**src/rtl/sp_ram_bist_pkg.sv**
```systemverilog
// rtl/sp_ram_bist_pkg.sv - March C- state encoding and per-element constants for sp_ram_bist.
package sp_ram_bist_pkg;

  localparam int NUM_ELEMS = 6;

  typedef enum logic [3:0] {
    ST_IDLE,
    ST_E0_WR,
    ST_E1_RD,
    ST_E1_WR,
    ST_E2_RD,
    ST_E2_WR,
    ST_E3_RD,
    ST_E3_WR,
    ST_E4_RD,
    ST_E4_WR,
    ST_E5_RD,
    ST_LAST_CMP
  } bist_state_e;

  // Bit i describes march element i: address direction, read background, write background.
  localparam logic [NUM_ELEMS-1:0] ELEM_UP      = 6'b100111;
  localparam logic [NUM_ELEMS-1:0] ELEM_RD_ONES = 6'b010100;
  localparam logic [NUM_ELEMS-1:0] ELEM_WR_ONES = 6'b001010;

  function automatic logic [2:0] elem_of(input bist_state_e s);
    case (s)
      ST_E1_RD, ST_E1_WR: return 3'd1;
      ST_E2_RD, ST_E2_WR: return 3'd2;
      ST_E3_RD, ST_E3_WR: return 3'd3;
      ST_E4_RD, ST_E4_WR: return 3'd4;
      ST_E5_RD, ST_LAST_CMP: return 3'd5;
      default: return 3'd0;
    endcase
  endfunction

  function automatic int inj_bit_w(input int data_w);
    return (data_w > 1) ? $clog2(data_w) : 1;
  endfunction

endpackage

```
**src/rtl/sp_ram_bist_if.sv**
```systemverilog
// rtl/sp_ram_bist_if.sv - Functional port, BIST control/status and fault-injection bundle.
interface sp_ram_bist_if #(
  parameter int DATA_W = 8,
  parameter int ADDR_W = 5,
  parameter int CNT_W  = 8
);
  import sp_ram_bist_pkg::*;

  localparam int IB_W = inj_bit_w(DATA_W);

  logic              write_en;
  logic [ADDR_W-1:0] ram_addr;
  logic [DATA_W-1:0] data_in;
  logic [DATA_W-1:0] data_out;
  logic              bist_start;
  logic              bist_busy;
  logic              bist_done;
  logic              bist_fail;
  logic [ADDR_W-1:0] fail_addr;
  logic [CNT_W-1:0]  fail_count;
  logic              inj_en;
  logic [ADDR_W-1:0] inj_addr;
  logic [IB_W-1:0]   inj_bit;

  modport master (
    output write_en, ram_addr, data_in, bist_start, inj_en, inj_addr, inj_bit,
    input  data_out, bist_busy, bist_done, bist_fail, fail_addr, fail_count
  );

  modport slave (
    input  write_en, ram_addr, data_in, bist_start, inj_en, inj_addr, inj_bit,
    output data_out, bist_busy, bist_done, bist_fail, fail_addr, fail_count
  );

endinterface

```
**src/rtl/sp_ram_array.sv**
```systemverilog
// rtl/sp_ram_array.sv - Single-port storage with registered read and stuck-at-1 read mux.
module sp_ram_array #(
  parameter int DATA_W = 8,
  parameter int ADDR_W = 5,
  parameter int IB_W   = 3
) (
  input  logic              clk,
  input  logic              rst,
  input  logic              we,
  input  logic              re,
  input  logic [ADDR_W-1:0] addr,
  input  logic [DATA_W-1:0] wdata,
  input  logic              inj_en,
  input  logic [ADDR_W-1:0] inj_addr,
  input  logic [IB_W-1:0]   inj_bit,
  output logic [DATA_W-1:0] rdata
);

  localparam int DEPTH = 1 << ADDR_W;

  logic [DATA_W-1:0] mem [DEPTH];
  logic [DATA_W-1:0] inj_mask;

  // The fault only corrupts what is read out; stored contents stay intact.
  always_comb begin
    inj_mask = '0;
    if (inj_en && (addr == inj_addr)) begin
      inj_mask = DATA_W'(1) << inj_bit;
    end
  end

  always_ff @(posedge clk) begin
    if (we) begin
      mem[addr] <= wdata;
    end
  end

  always_ff @(posedge clk) begin
    if (rst) begin
      rdata <= '0;
    end else if (re) begin
      rdata <= mem[addr] | inj_mask;
    end
  end

endmodule

```
**src/rtl/sp_ram_bist.sv**
```systemverilog
// rtl/sp_ram_bist.sv - Single-port RAM with March C- BIST engine sharing the port.
module sp_ram_bist
  import sp_ram_bist_pkg::*;
#(
  parameter int DATA_W = 8,
  parameter int ADDR_W = 5,
  parameter int CNT_W  = 8
) (
  input  logic         clk,
  input  logic         rst,
  sp_ram_bist_if.slave bus
);

  localparam int IB_W = inj_bit_w(DATA_W);
  localparam logic [ADDR_W-1:0] ADDR_LAST = '1;

  bist_state_e       state;
  bist_state_e       state_nxt;
  logic [ADDR_W-1:0] addr;
  logic [2:0]        elem;
  logic              up;
  logic              at_end;
  logic              start_ok;

  logic              arr_we;
  logic              arr_re;
  logic [ADDR_W-1:0] arr_addr;
  logic [DATA_W-1:0] arr_wdata;
  logic [DATA_W-1:0] arr_rdata;

  logic              cmp_en;
  logic              cmp_ones;
  logic [ADDR_W-1:0] cmp_addr;
  logic              miscmp;

  logic              done_q;
  logic              fail_q;
  logic [ADDR_W-1:0] fail_addr_q;
  logic [CNT_W-1:0]  fail_count_q;

  always_comb begin
    elem     = elem_of(state);
    up       = ELEM_UP[elem];
    at_end   = up ? (addr == ADDR_LAST) : (addr == '0);
    start_ok = (state == ST_IDLE) && bus.bist_start;
  end

  always_ff @(posedge clk) begin
    if (rst) begin
      state <= ST_IDLE;
    end else begin
      state <= state_nxt;
    end
  end

  always_comb begin
    state_nxt = state;
    case (state)
      ST_IDLE:     if (bus.bist_start) state_nxt = ST_E0_WR;
      ST_E0_WR:    if (at_end) state_nxt = ST_E1_RD;
      ST_E1_RD:    state_nxt = ST_E1_WR;
      ST_E1_WR:    state_nxt = at_end ? ST_E2_RD : ST_E1_RD;
      ST_E2_RD:    state_nxt = ST_E2_WR;
      ST_E2_WR:    state_nxt = at_end ? ST_E3_RD : ST_E2_RD;
      ST_E3_RD:    state_nxt = ST_E3_WR;
      ST_E3_WR:    state_nxt = at_end ? ST_E4_RD : ST_E3_RD;
      ST_E4_RD:    state_nxt = ST_E4_WR;
      ST_E4_WR:    state_nxt = at_end ? ST_E5_RD : ST_E4_RD;
      ST_E5_RD:    if (at_end) state_nxt = ST_LAST_CMP;
      ST_LAST_CMP: state_nxt = ST_IDLE;
      default:     state_nxt = ST_IDLE;
    endcase
  end

  // E5 has no write slot, so each read is checked while the next one is issued.
  always_comb begin
    arr_we    = 1'b0;
    arr_re    = 1'b0;
    arr_addr  = addr;
    arr_wdata = '0;
    cmp_en    = 1'b0;
    cmp_addr  = addr;
    cmp_ones  = ELEM_RD_ONES[elem];
    case (state)
      ST_IDLE: begin
        arr_we    = bus.write_en;
        arr_re    = !bus.write_en;
        arr_addr  = bus.ram_addr;
        arr_wdata = bus.data_in;
      end
      ST_E0_WR, ST_E1_WR, ST_E2_WR, ST_E3_WR, ST_E4_WR: begin
        arr_we    = 1'b1;
        arr_wdata = {DATA_W{ELEM_WR_ONES[elem]}};
        cmp_en    = (state != ST_E0_WR);
      end
      ST_E1_RD, ST_E2_RD, ST_E3_RD, ST_E4_RD: begin
        arr_re = 1'b1;
      end
      ST_E5_RD: begin
        arr_re   = 1'b1;
        cmp_en   = (addr != '0);
        cmp_addr = addr - 1'b1;
      end
      ST_LAST_CMP: begin
        cmp_en = 1'b1;
      end
      default: begin
        arr_re = 1'b0;
      end
    endcase
    miscmp = cmp_en && (arr_rdata != {DATA_W{cmp_ones}});
  end

  always_ff @(posedge clk) begin
    if (rst) begin
      addr <= '0;
    end else begin
      case (state)
        ST_IDLE: addr <= '0;
        ST_E0_WR, ST_E1_WR, ST_E2_WR, ST_E3_WR, ST_E4_WR: begin
          if (at_end) begin
            addr <= ELEM_UP[elem + 3'd1] ? '0 : ADDR_LAST;
          end else if (up) begin
            addr <= addr + 1'b1;
          end else begin
            addr <= addr - 1'b1;
          end
        end
        ST_E5_RD: if (!at_end) addr <= addr + 1'b1;
        default: addr <= addr;
      endcase
    end
  end

  always_ff @(posedge clk) begin
    if (rst) begin
      done_q       <= 1'b0;
      fail_q       <= 1'b0;
      fail_addr_q  <= '0;
      fail_count_q <= '0;
    end else if (start_ok) begin
      done_q       <= 1'b0;
      fail_q       <= 1'b0;
      fail_addr_q  <= '0;
      fail_count_q <= '0;
    end else begin
      if (state == ST_LAST_CMP) begin
        done_q <= 1'b1;
      end
      if (miscmp) begin
        if (fail_count_q != {CNT_W{1'b1}}) begin
          fail_count_q <= fail_count_q + 1'b1;
        end
        if (!fail_q) begin
          fail_q      <= 1'b1;
          fail_addr_q <= cmp_addr;
        end
      end
    end
  end

  sp_ram_array #(
    .DATA_W (DATA_W),
    .ADDR_W (ADDR_W),
    .IB_W   (IB_W)
  ) u_array (
    .clk      (clk),
    .rst      (rst),
    .we       (arr_we),
    .re       (arr_re),
    .addr     (arr_addr),
    .wdata    (arr_wdata),
    .inj_en   (bus.inj_en),
    .inj_addr (bus.inj_addr),
    .inj_bit  (bus.inj_bit),
    .rdata    (arr_rdata)
  );

  assign bus.data_out   = arr_rdata;
  assign bus.bist_busy  = (state != ST_IDLE);
  assign bus.bist_done  = done_q;
  assign bus.bist_fail  = fail_q;
  assign bus.fail_addr  = fail_addr_q;
  assign bus.fail_count = fail_count_q;

endmodule

```
**src/flat_wrapper.sv**
```systemverilog
// flat-port wrapper written by rule: the top's interface ports become plain ports
module sp_ram_bist_flat import sp_ram_bist_pkg::*;
#(
  parameter int DATA_W = 8,
  parameter int ADDR_W = 5,
  parameter int CNT_W  = 8
)
  (clk, rst, bus_write_en, bus_ram_addr, bus_data_in, bus_bist_start, bus_inj_en, bus_inj_addr, bus_inj_bit, bus_data_out, bus_bist_busy, bus_bist_done, bus_bist_fail, bus_fail_addr, bus_fail_count);
  sp_ram_bist_if #(.DATA_W(DATA_W), .ADDR_W(ADDR_W), .CNT_W(CNT_W)) bus_i ();
  input  logic clk;
  input  logic rst;
  input wire logic [$bits(bus_i.write_en)-1:0] bus_write_en;
  input wire logic [$bits(bus_i.ram_addr)-1:0] bus_ram_addr;
  input wire logic [$bits(bus_i.data_in)-1:0] bus_data_in;
  input wire logic [$bits(bus_i.bist_start)-1:0] bus_bist_start;
  input wire logic [$bits(bus_i.inj_en)-1:0] bus_inj_en;
  input wire logic [$bits(bus_i.inj_addr)-1:0] bus_inj_addr;
  input wire logic [$bits(bus_i.inj_bit)-1:0] bus_inj_bit;
  output wire logic [$bits(bus_i.data_out)-1:0] bus_data_out;
  output wire logic [$bits(bus_i.bist_busy)-1:0] bus_bist_busy;
  output wire logic [$bits(bus_i.bist_done)-1:0] bus_bist_done;
  output wire logic [$bits(bus_i.bist_fail)-1:0] bus_bist_fail;
  output wire logic [$bits(bus_i.fail_addr)-1:0] bus_fail_addr;
  output wire logic [$bits(bus_i.fail_count)-1:0] bus_fail_count;
  assign bus_i.write_en = bus_write_en;
  assign bus_i.ram_addr = bus_ram_addr;
  assign bus_i.data_in = bus_data_in;
  assign bus_i.bist_start = bus_bist_start;
  assign bus_i.inj_en = bus_inj_en;
  assign bus_i.inj_addr = bus_inj_addr;
  assign bus_i.inj_bit = bus_inj_bit;
  assign bus_data_out = bus_i.data_out;
  assign bus_bist_busy = bus_i.bist_busy;
  assign bus_bist_done = bus_i.bist_done;
  assign bus_bist_fail = bus_i.bist_fail;
  assign bus_fail_addr = bus_i.fail_addr;
  assign bus_fail_count = bus_i.fail_count;
  sp_ram_bist #(.DATA_W(DATA_W), .ADDR_W(ADDR_W), .CNT_W(CNT_W)) u_core (.clk(clk), .rst(rst), .bus(bus_i));
endmodule
```
**config.mk**
```make
export PLATFORM = sky130hd
export DESIGN_NAME = sp_ram_bist_flat
export DESIGN_NICKNAME = d
export VERILOG_FILES = /design/src/rtl/sp_ram_bist_pkg.sv /design/src/rtl/sp_ram_bist_if.sv /design/src/rtl/sp_ram_array.sv /design/src/rtl/sp_ram_bist.sv /design/src/flat_wrapper.sv
export SDC_FILE = /design/constraint.sdc
export NUM_CORES = 1
export LEC_CHECK = 0
export CAP_MARGIN = 25
export CORE_MARGIN = 10
export CORE_UTILIZATION = 55
export CTS_CLUSTER_DIAMETER = 30
export DETAILED_ROUTE_END_ITERATION = 10
export PLACE_DENSITY = 0.76
export SLEW_MARGIN = 40
export SYNTH_ARGS = -nofsm -noshare
export SYNTH_HDL_FRONTEND = slang
export SYNTH_SLANG_ARGS = --single-unit
```
**constraint.sdc**
```tcl
create_clock -name clk -period 2.8 [get_ports clk]
set_clock_uncertainty 0.2 [all_clocks]
set_input_delay 0.56 -clock clk [delete_from_list [all_inputs] [get_ports clk]]
set_output_delay 0.56 -clock clk [all_outputs]
set_load 0.01 [all_outputs]
```
==> run_results.csv <==
group,metric,value,unit
sta,post-route-min-period,2.91,ns
setup_path,worstPathMaxFanout,12,
setup_path,cp.required,3.02,ns
sta,slew_headroom,68.6,%
drt,drt_iter0_drc,882,
drt,wire_per_inst,23.7,um
cells_and_area,drive_gt1_share,30.9,%
floorplanning,dieArea,29400,um2
run_status,outcome,"finished, violations left",
setup_path,cp_common_cell,"buf_6",
power,switchingPower,2940,uW
sta,rsz0062_at_grt,"yes",
sta,slew_violations,0,
placement,pre_cts_slack,-0.412,ns
setup_path,arrival,3.14,ns
placement,port_buffers,49,
setup_path,critPathLaunchType,"flip-flop",
power,internal_power,9500,uW
cells_and_area,area_growth,34.1,%
power,swShare,23.7,%
grt,gr-usage-all-layers,23.3,%
setup_path,r2r_setup_slack,-0.11,ns
cells_and_area,multiInputGateArea,4300,um2
drt,viasPerCell,6.16,
cells_and_area,antenna_cells,0,
logic_synthesis,synthArstFlopShare,0,%
drt,totalWireLength,34800,um
floorplanning,die_height,171,um
sta,period_share,104,%
grt,antenna_found_initial,1,
clocking,cts_made_buffers,51,
logic_synthesis,synth_edf_count,256,
logic_synthesis,ys_seq_area_share,66.5,%
logic_synthesis,postSynthAreaPerCell,13.9,um2
logic_synthesis,synth.cell_area,12600,um2
placement,dp_cells,1356,
cells_and_area,fillers,1276,
setup_path,cp_top_family,"simple AND/OR/NAND/NOR gates",
logic_synthesis,syn_inst,905,
worst_hold_path,whs_path_depth,2,
drt,drc,0,
drt,first_pass_iters,6,
setup_path,cp-end-kind,"flip-flop",
setup_path,rr_worst_depth,9,
logic_synthesis,yosysTopAreaCell,"edfxtp_1",
cells_and_area,finalNonFillerCells,1467,
power,pwr-share-seq,39.3,%
clocking,numClockSinks,291,
cells_and_area,register_area,8390,um2
clocking,path_clk_slew,0.05,ns
floorplanning,fp.dieW,171,um
power,clock_power_share,50.5,%
clocking,h-tree-depth,2,
setup_path,path_cells,"nor4_4, buf_6, mux2i_4, buf_6, buf_12, mux2_4, a222oi_1, nor4b_4, a311oi_1",
logic_synthesis,synth_flop_cell,"edfxtp_1",
power,ir_drop,609,uV
sta,hold_violations,0,
worst_hold_path,hold_path_end,"u_core.bus.fail_addr[0]$_SDFFE_PP0P_",
sta,setup_violations,8,
logic_synthesis,synth_top_cell_area_share,60.9,%
drt,antenna_left,0,
setup_path,reg2reg_from,"u_core.state[2]$_SDFFE_PP0N_",
logic_synthesis,synthTopCellsByArea,"edfxtp_1, mux2i_1, dfxtp_1, nand2_1, a21oi_1",
worst_hold_path,hp-start,"u_core.bus.fail_addr[0]$_SDFFE_PP0P_",
logic_synthesis,ys_seq_elements,291,
grt,grt_pass1_wl,52100,um
floorplanning,fp.coreArea,22600,um2
placement,gp_congestion,0.923,
floorplanning,io_pins,50,
setup_path,crit_slowest_cell,"a222oi_1",
setup_path,path_buf_inv,3,
logic_synthesis,synth_cell_types,64,
flow_run,max_cap_viol_count,0,
setup_path,critical_path_class,"flip-flop to flip-flop",
placement,place_hpwl,21500,um
logic_synthesis,yosysWarnings,0,
setup_path,cpPeakStageDelay,0.43,ns
floorplanning,initial_utilization,55.7,%
sta,setup_slack,-0.111,ns
power,combPwrFrac,10.2,%
floorplanning,core.rowCount,55,
clocking,holdBufCountCts,0,
run_status,failed_checks,"setup timing",
grt,grt_max_degree,33,
clocking,clockBufferDepth,3,
clocking,clk_latency,0.57,ns
grt,grt_pass1_vias,8890,
sta,fmax,0.343,GHz
cells_and_area,fin_nets,1172,
drt,vias,9033,
sta,worst_slew_pin_slew,0.471,ns
power,p_leak,0.00633,uW
power,power_density,735,nW/um2
clocking,clockRootBuffer,"clkbuf_16",
logic_synthesis,syn_nets,938,
setup_path,r2r_end,"u_core.u_array.rdata[0]$_SDFFE_PP0P_",
grt,overflow,0,
clocking,tritoncts,"yes",
worst_hold_path,hold_class,"flip-flop to flip-flop",
## through the flow
step / utilization [%] / setup TNS (ns) / power (uW) / area, um2 / hold slack (ns)
finish: 74.8 / -0.621 / 12400 / 16900 / 0.252
global route: 74.8 / -1.95 / 12800 / 16900 / 0.285
CTS: 74.0 / -0.139 / 12400 / 16800 / 0.258
detailed placement: 64.0 / -2.46 / 6030 / 14500 / 0.252
global placement: 64.0 / -2.46 / 6010 / 14500 / 0.246
floorplan: - / 0 / 5530 / 12600 / 0.281
## flip-flops by register name (all words and copies together), names as in the netlist
name	cells
u_core.addr	5
u_core.bus.bist_done	1
u_core.bus.bist_fail	1
u_core.bus.fail_addr	5
u_core.bus.fail_count	8
u_core.elem	3
u_core.state	4
u_core.u_array.mem	256
u_core.u_array.rdata	8
## synth_stat cells, drive strengths merged, types with 7 or more instances
cell    instances
nor2           64
o22ai          32
a21oi          51
nor3            8
nor4           15
a222oi          7
mux2           22
mux2i         102
buf            30
nand2          71
ha              7
a221oi         13
o21ai          24
clkbuf         22
nand3b         14
dfxtp          35
nand2b         14
nand3          17
edfxtp        256
nor3b           7
## placed cells by master (no fill, tap or decap), drive strengths merged, types with 8 or more instances in the layout
master and n:
buf 183, clkdlybuf4s50 48, clkinvlp 9, a221oi 13, nand2 71, edfxtp 256, clkinv 20, nand3b 14
mux2 22, o21ai 24, a21oi 51, nand2b 14, nor4 15, nor2 64, nand3 17, clkbuf 57
nor3 8, mux2i 102, dfxtp 35, o22ai 32
## how the worst max path moves through the flow
| stage | start | cells past startpoint | endpoint |
|---|---|---|---|
| finish | u_core.state[2]$_SDFFE_PP0N_ | 9 | u_core.u_array.rdata[0]$_SDFFE_PP0P_ |
| global route | u_core.state[2]$_SDFFE_PP0N_ | 10 | u_core.u_array.rdata[5]$_SDFFE_PP0P_ |
| CTS | u_core.state[2]$_SDFFE_PP0N_ | 9 | u_core.u_array.rdata[0]$_SDFFE_PP0P_ |
| detailed placement | bus_ram_addr[0] | 10 | u_core.u_array.rdata[7]$_SDFFE_PP0P_ |
| global placement | bus_ram_addr[0] | 7 | u_core.u_array.rdata[0]$_SDFFE_PP0P_ |
| floorplan | u_core.state[1]$_SDFFE_PP0N_ | 8 | u_core.u_array.mem[2][0]$_DFFE_PP_ |
## timing repair
action	4_1_cts	5_1_grt
resized for setup	74	37
pin swaps	25	8
cloned	2	0
hold endpoints to repair	0	0
setup buffers	18	2
endpoints found under the setup margin	29	158
## power groups by stage
| stage | Clock, uW | Sequential (uW) | Combinational [uW] |
|---|---|---|---|
| 4_1_cts | 6290 | 4890 | 1200 |
| 2_1_floorplan | 0 | 4960 | 574 |
| 3_5_place_dp | 0 | 4970 | 1060 |
| 3_3_place_gp | 0 | 4970 | 1040 |
| 6_report | 6280 | 4900 | 1270 |
| 5_1_grt | 6540 | 4890 | 1320 |
## cell type report
type	count	share of cell area, %
clock buffer	57	7.80
clock inverter	39	2.70
inverter	4	0.0887
multi-input combinational	558	25.4
sequential	291	49.6
tap	285	2.11
timing repair buffer	233	12.3
## per-layer routing
layer / routed length (um) / track usage, %
met1: 13900 / 30.3
met2: 16500 / 37.8
met3: 3140 / 5.25
met4: 1310 / 7.94
met5: 13 / 0
## cells by family (layout without fill, tap and decap cells)
group	count (synthesis)	in the layout	share of synthesized area (%)
AO/OA/AOI/OAI	165	165	8.57
adder cells (fa/ha/maj)	7	7	0.694
AND/OR/NAND/NOR	250	250	10.5
multiplexers	124	124	10.1
flip-flops	291	291	66.5
buffers and inverters	56	333	2.85
XOR/XNOR	12	12	0.833
## worst min-delay path: stages (launching register included)
cell     delay, ns
dfxtp_1       0.30
nand2_1       0.05
a21oi_1       0.05
Note: power is estimated with default switching activity, not from simulation.
